**config.mk**
```make
export PLATFORM = sky130hd
export DESIGN_NAME = disp_scan_ctrl
export DESIGN_NICKNAME = d
export VERILOG_FILES = /design/src/rtl/disp_scan_ctrl.sv
export SDC_FILE = /design/constraint.sdc
export NUM_CORES = 1
export LEC_CHECK = 0
export BUFFER_PORTS_ARGS = -buffer_cell sky130_fd_sc_hd__buf_2
export CAP_MARGIN = 40
export CORE_UTILIZATION = 35
export CTS_BUF_LIST = sky130_fd_sc_hd__clkbuf_8
export CTS_CLUSTER_DIAMETER = 120
export CTS_CLUSTER_SIZE = 10
export DETAILED_ROUTE_END_ITERATION = 6
export MAX_ROUTING_LAYER = met4
export PLACE_DENSITY_LB_ADDON = 0.3
export SYNTH_ARGS = -nofsm -noshare
export SYNTH_HDL_FRONTEND = slang
export SYNTH_SLANG_ARGS = --single-unit
```
**constraint.sdc**
```tcl
create_clock -name clk -period 4.1 [get_ports clk]
set_input_delay 0.41 -clock clk [delete_from_list [all_inputs] [get_ports clk]]
set_output_delay 0.41 -clock clk [all_outputs]
set_load 0.005 [all_outputs]
```
**src/rtl/disp_scan_ctrl.sv**
```systemverilog
// Six-digit 7-segment scan controller; new values commit 1..6*CLK_DIV cycles after load, at a frame boundary.
// No backpressure: load is accepted every cycle, and a newer load replaces an uncommitted one.
module disp_scan_ctrl #(
  parameter int CLK_DIV = 50000
) (
  input  logic        clk,
  input  logic        rst_n,
  input  logic [23:0] data_in,
  input  logic        load,
  output logic [23:0] disp_num,
  output logic [2:0]  Scanning,
  output logic        frame_tick,
  output logic        pending
);

  localparam int CW = $clog2(CLK_DIV);
  localparam logic [CW-1:0] LAST = CW'(CLK_DIV - 1);

  logic [CW-1:0] presc;
  logic [23:0]   pend_dat;
  logic          digit_tick;
  logic          boundary;

  assign digit_tick = (presc == LAST);
  // Frame boundary is the digit tick that wraps the index from 5 back to 0.
  assign boundary   = digit_tick && (Scanning == 3'd5);

  always_ff @(posedge clk or negedge rst_n) begin
    if (!rst_n) begin
      presc      <= '0;
      Scanning   <= 3'd0;
      frame_tick <= 1'b0;
      disp_num   <= 24'h000000;
      pend_dat   <= 24'h000000;
      pending    <= 1'b0;
    end else begin
      presc      <= digit_tick ? '0 : presc + CW'(1);
      frame_tick <= boundary;
      if (digit_tick)
        Scanning <= (Scanning == 3'd5) ? 3'd0 : Scanning + 3'd1;

      // Commit only on the boundary so a frame never mixes two values;
      // a load on the boundary edge wins over an older pending value.
      if (boundary) begin
        if (load)
          disp_num <= data_in;
        else if (pending)
          disp_num <= pend_dat;
        pending <= 1'b0;
      end else if (load) begin
        pend_dat <= data_in;
        pending  <= 1'b1;
      end
    end
  end

endmodule

```
==> report_table.html <==
<table>
<tr><th>Metric</th><th>Value</th></tr>
<tr><th colspan="2">Die</th></tr>
<tr><td>Starting Density</td><td>0.361</td></tr>
<tr><td>Die area</td><td>9320 um^2</td></tr>
<tr><td>Ports placed on the boundary</td><td>56</td></tr>
<tr><td>Placeable core region</td><td>8680 um^2</td></tr>
<tr><td>Chip Height</td><td>96.6 um</td></tr>
<tr><td>X dimension of the die</td><td>96.6 um</td></tr>
<tr><td>Site row count</td><td>34</td></tr>
<tr><th colspan="2">Status</th></tr>
<tr><td>Failing checks</td><td>design-rule violations</td></tr>
<tr><td>Run status</td><td>finished with violations</td></tr>
<tr><th colspan="2">Timing</th></tr>
<tr><td>Finish-stage setup viols</td><td>0</td></tr>
<tr><td>Period utilization</td><td>0.577</td></tr>
<tr><td>Final count of pins violating max slew</td><td>0</td></tr>
<tr><td>Post-route setup TNS</td><td>0 ns</td></tr>
<tr><td>Maximum clock frequency</td><td>0.423 GHz</td></tr>
<tr><td>Endpoints failing hold</td><td>0</td></tr>
<tr><td>Minimum clock period after layout</td><td>2.37 ns</td></tr>
<tr><td>Pin slew with the least headroom to its limit</td><td>0.836 ns</td></tr>
<tr><td>Final setup margin</td><td>1.73 ns</td></tr>
<tr><td>Clock tree skew after final layout</td><td>0.00655 ns</td></tr>
<tr><td>Unrepaired setup endpoints after global routing</td><td>false</td></tr>
<tr><td>Slew headroom</td><td>0.440</td></tr>
<tr><th colspan="2">CTS</th></tr>
<tr><td>Later-pin clock latency in the skew report</td><td>0.34 ns</td></tr>
<tr><td>Clock slew at the register clock pins of the worst setup and hold paths</td><td>0.07 ns</td></tr>
<tr><td>Clock sinks</td><td>69</td></tr>
<tr><td>Root cell of the clock tree</td><td>clkbuf_8</td></tr>
<tr><td>Maximum count of clock buffers along a single path</td><td>2</td></tr>
<tr><td>Total setup buffers inserted after CTS</td><td>0</td></tr>
<tr><td>Resized cells post-CTS</td><td>0</td></tr>
<tr><td>Number of buffers inserted for hold repair after clock tree synthesis</td><td>0</td></tr>
<tr><td>Clock tree from TritonCTS</td><td>done</td></tr>
<tr><td>CTS buffer count</td><td>9</td></tr>
<tr><td>Total number of H-tree levels</td><td>3</td></tr>
<tr><th colspan="2">Cells and area</th></tr>
<tr><td>Synth-to-Final Area Change</td><td>17.4%</td></tr>
<tr><td>Sequential cell area</td><td>1730 um^2</td></tr>
<tr><td>Post-layout utilization of the core</td><td>0.423</td></tr>
<tr><td>Most common cell after layout, fill and taps aside</td><td>dfrtp_1</td></tr>
<tr><td>Commonest cells after routing, fill and taps aside</td><td>dfrtp_1, buf_2, mux2_2, nand3b_1, o221a_2</td></tr>
<tr><td>Area of combinational cells with multiple inputs</td><td>1290 um^2</td></tr>
<tr><td>Number of nets in the layout</td><td>315</td></tr>
<tr><td>Post-Layout Cell Count</td><td>400</td></tr>
<tr><td>Number of fill cells</td><td>844</td></tr>
<tr><td>Ratio of cells with drive above 1 in the final layout</td><td>0.445</td></tr>
<tr><td>Antenna cells</td><td>0</td></tr>
<tr><th colspan="2">Global routing</th></tr>
<tr><td>Via count of the first global-routing pass</td><td>1980</td></tr>
<tr><td>Overall routing resource usage</td><td>0.147</td></tr>
<tr><td>Largest net degree at the start of global routing</td><td>37</td></tr>
<tr><td>First-pass GRT wire length</td><td>9.87 mm</td></tr>
<tr><td>Number of antenna violations at the first check in global routing</td><td>0</td></tr>
<tr><td>Overflow left after global routing</td><td>0</td></tr>
<tr><th colspan="2">Power and ir drop</th></tr>
<tr><td>Cell Pwr Density</td><td>383 nW/um^2</td></tr>
<tr><td>Worst ir drop on vdd</td><td>0.160 mV</td></tr>
<tr><td>Leakage component of the power</td><td>1.64 nW</td></tr>
<tr><th colspan="2">Setup path</th></tr>
<tr><td>Reg2Reg Setup Slack</td><td>1.73 ns</td></tr>
<tr><td>Required time worst endpoint</td><td>4.32 ns</td></tr>
<tr><td>Crit path arrival time</td><td>2.59 ns</td></tr>
<tr><td>Endpoint type of the worst setup path</td><td>flip-flop</td></tr>
<tr><td>Startpoint type of the worst setup path</td><td>flip-flop</td></tr>
<tr><td>Maximum net fanout on the critical path</td><td>22</td></tr>
<tr><td>Worst setup path class</td><td>reg2reg</td></tr>
<tr><th colspan="2">Routing</th></tr>
<tr><td>Routed vias</td><td>2050</td></tr>
<tr><td>Routed length per placed instance</td><td>15.2 um</td></tr>
<tr><td>DRT Wirelength</td><td>6.07 mm</td></tr>
<tr><td>Iteration count of the initial detailed-routing pass</td><td>6</td></tr>
<tr><td>Residual DRC count</td><td>1</td></tr>
<tr><td>Count of routing violations after the opening detailed-route iteration</td><td>99</td></tr>
<tr><td>Vias per inst</td><td>5.13</td></tr>
<tr><td>ANT nets after route</td><td>0</td></tr>
<tr><th colspan="2">Logic synthesis</th></tr>
<tr><td>Number of storage elements in the synthesis netlist</td><td>69</td></tr>
<tr><td>Synthesized Nets</td><td>259</td></tr>
<tr><td>Area share of the largest cell type after synthesis</td><td>0.552</td></tr>
<tr><td>Number of synthesized flops with an enable pin</td><td>0</td></tr>
<tr><td>Gate Count Post-Synth</td><td>231</td></tr>
<tr><td>Asr flop ratio synth</td><td>1.00</td></tr>
<tr><td>Number of distinct library cells after synthesis</td><td>35</td></tr>
<tr><td>Synth warnings</td><td>0</td></tr>
<tr><td>Portion of the post-synthesis area used by sequential elements</td><td>0.552</td></tr>
<tr><td>Top post-synthesis cells by area</td><td>dfrtp_1, mux2_2, o221a_2</td></tr>
<tr><td>Leading area contributor after synthesis</td><td>dfrtp_1</td></tr>
<tr><td>Synth Area per Inst</td><td>13.5 um^2</td></tr>
<tr><td>Post-Synthesis Cell Area</td><td>3130 um^2</td></tr>
<tr><td>Most used flip-flop cell after synthesis</td><td>dfrtp_1</td></tr>
<tr><th colspan="2">Placement</th></tr>
<tr><td>Worst slack at placement</td><td>1.72 ns</td></tr>
<tr><td>Estimated wirelength of the detail-placed design</td><td>4.01 mm</td></tr>
<tr><td>Weighted congestion reported at the end of routability-driven placement</td><td>0.746</td></tr>
<tr><td>Placed instance count</td><td>384</td></tr>
<tr><td>Number of input and output port buffers inserted</td><td>55</td></tr>
<tr><th colspan="2">Hold path</th></tr>
<tr><td>Class of the most critical hold timing path</td><td>in2async</td></tr>
<tr><th colspan="2">Run</th></tr>
<tr><td>Number of max-cap violations</td><td>0</td></tr>
</table>
[Yosys cell counts, types with 3 or more instances]
master and count:
o31ai_1 3, o221a_2 22, clkbuf_1 3, buf_4 3, and3_1 6, nand2_1 10
xnor2_1 7, buf_6 6, nand3b_1 23, mux2_2 24, nand3_1 5, xor2_1 6
nand4_1 4, nor2_1 12, dfrtp_1 69, and2_1 3
[cell type report]
cell class | count | share of cell area
clock buffers | 9 | 0.0337
clock inverters | 7 | 0.0225
multi-input cells | 148 | 0.352
flip-flops and latches | 69 | 0.470
well taps | 108 | 0.0368
repair buffers | 59 | 0.0852
[worst max-delay path, cell delays in order, from the launching register on]
cell and delay, ns:
dfrtp_1 0.49, nor4b_4 0.41, and4_1 0.62, nand3_4 0.38, o221a_2 0.35
[per-stage QoR]
step	hold slack (ns)	total power, mW	cell area, um^2
6_report	0.137	1.41	3670
5_1_grt	0.184	1.48	3670
4_1_cts	0.157	1.43	3670
3_5_place_dp	0.447	0.841	3470
3_3_place_gp	0.441	0.838	3450
2_1_floorplan	0.114	0.792	3130
[registers in the layout (all words and copies together) (netlist names)]
signal	flops
pending	1
disp_num	24
presc	16
Scanning	3
pend_dat	24
frame_tick	1
[where the power goes]
part	internal, mW	switching (mW)	total, mW	leakage (nW)
registers	0.715	0.0153	0.730	0.839
clock network	0.335	0.246	0.581	0.115
logic	0.0560	0.0394	0.0954	0.683
total	1.11	0.301	1.41	1.64
[cell families (layout without fill, tap and decap cells)]
family                     Yosys count  after routing  synth area share
AOI/OAI and AO/OA                   29             29            0.0996
xor gates and xnor gates            13             13            0.0364
adders and majority gates            1              1           0.00400
buffers and inverters               14             75            0.0356
DFF                                 69             69             0.552
muxes                               27             27            0.0992
and+or+nand+nor                     78             78             0.174
[per-layer routing]
metal	global-route usage	wire length [um]
met1	0.193	2910
met2	0.213	2810
met3	0.0423	247
met4	0.0551	104
met5	-	0
[worst paths after layout]
path                                  from            to  cells past startpoint
max in group asynchronous            rst_n   pend_dat[5]                      2
worst min-delay path                 rst_n  pend_dat[21]                      1
worst min register to register    presc[0]      presc[0]                      1
worst max register to register    presc[5]  disp_num[17]                      4
min in group clk                data_in[8]   pend_dat[8]                      2
worst max-delay path              presc[5]  disp_num[17]                      4
Note: power is estimated with default switching activity, not from simulation.
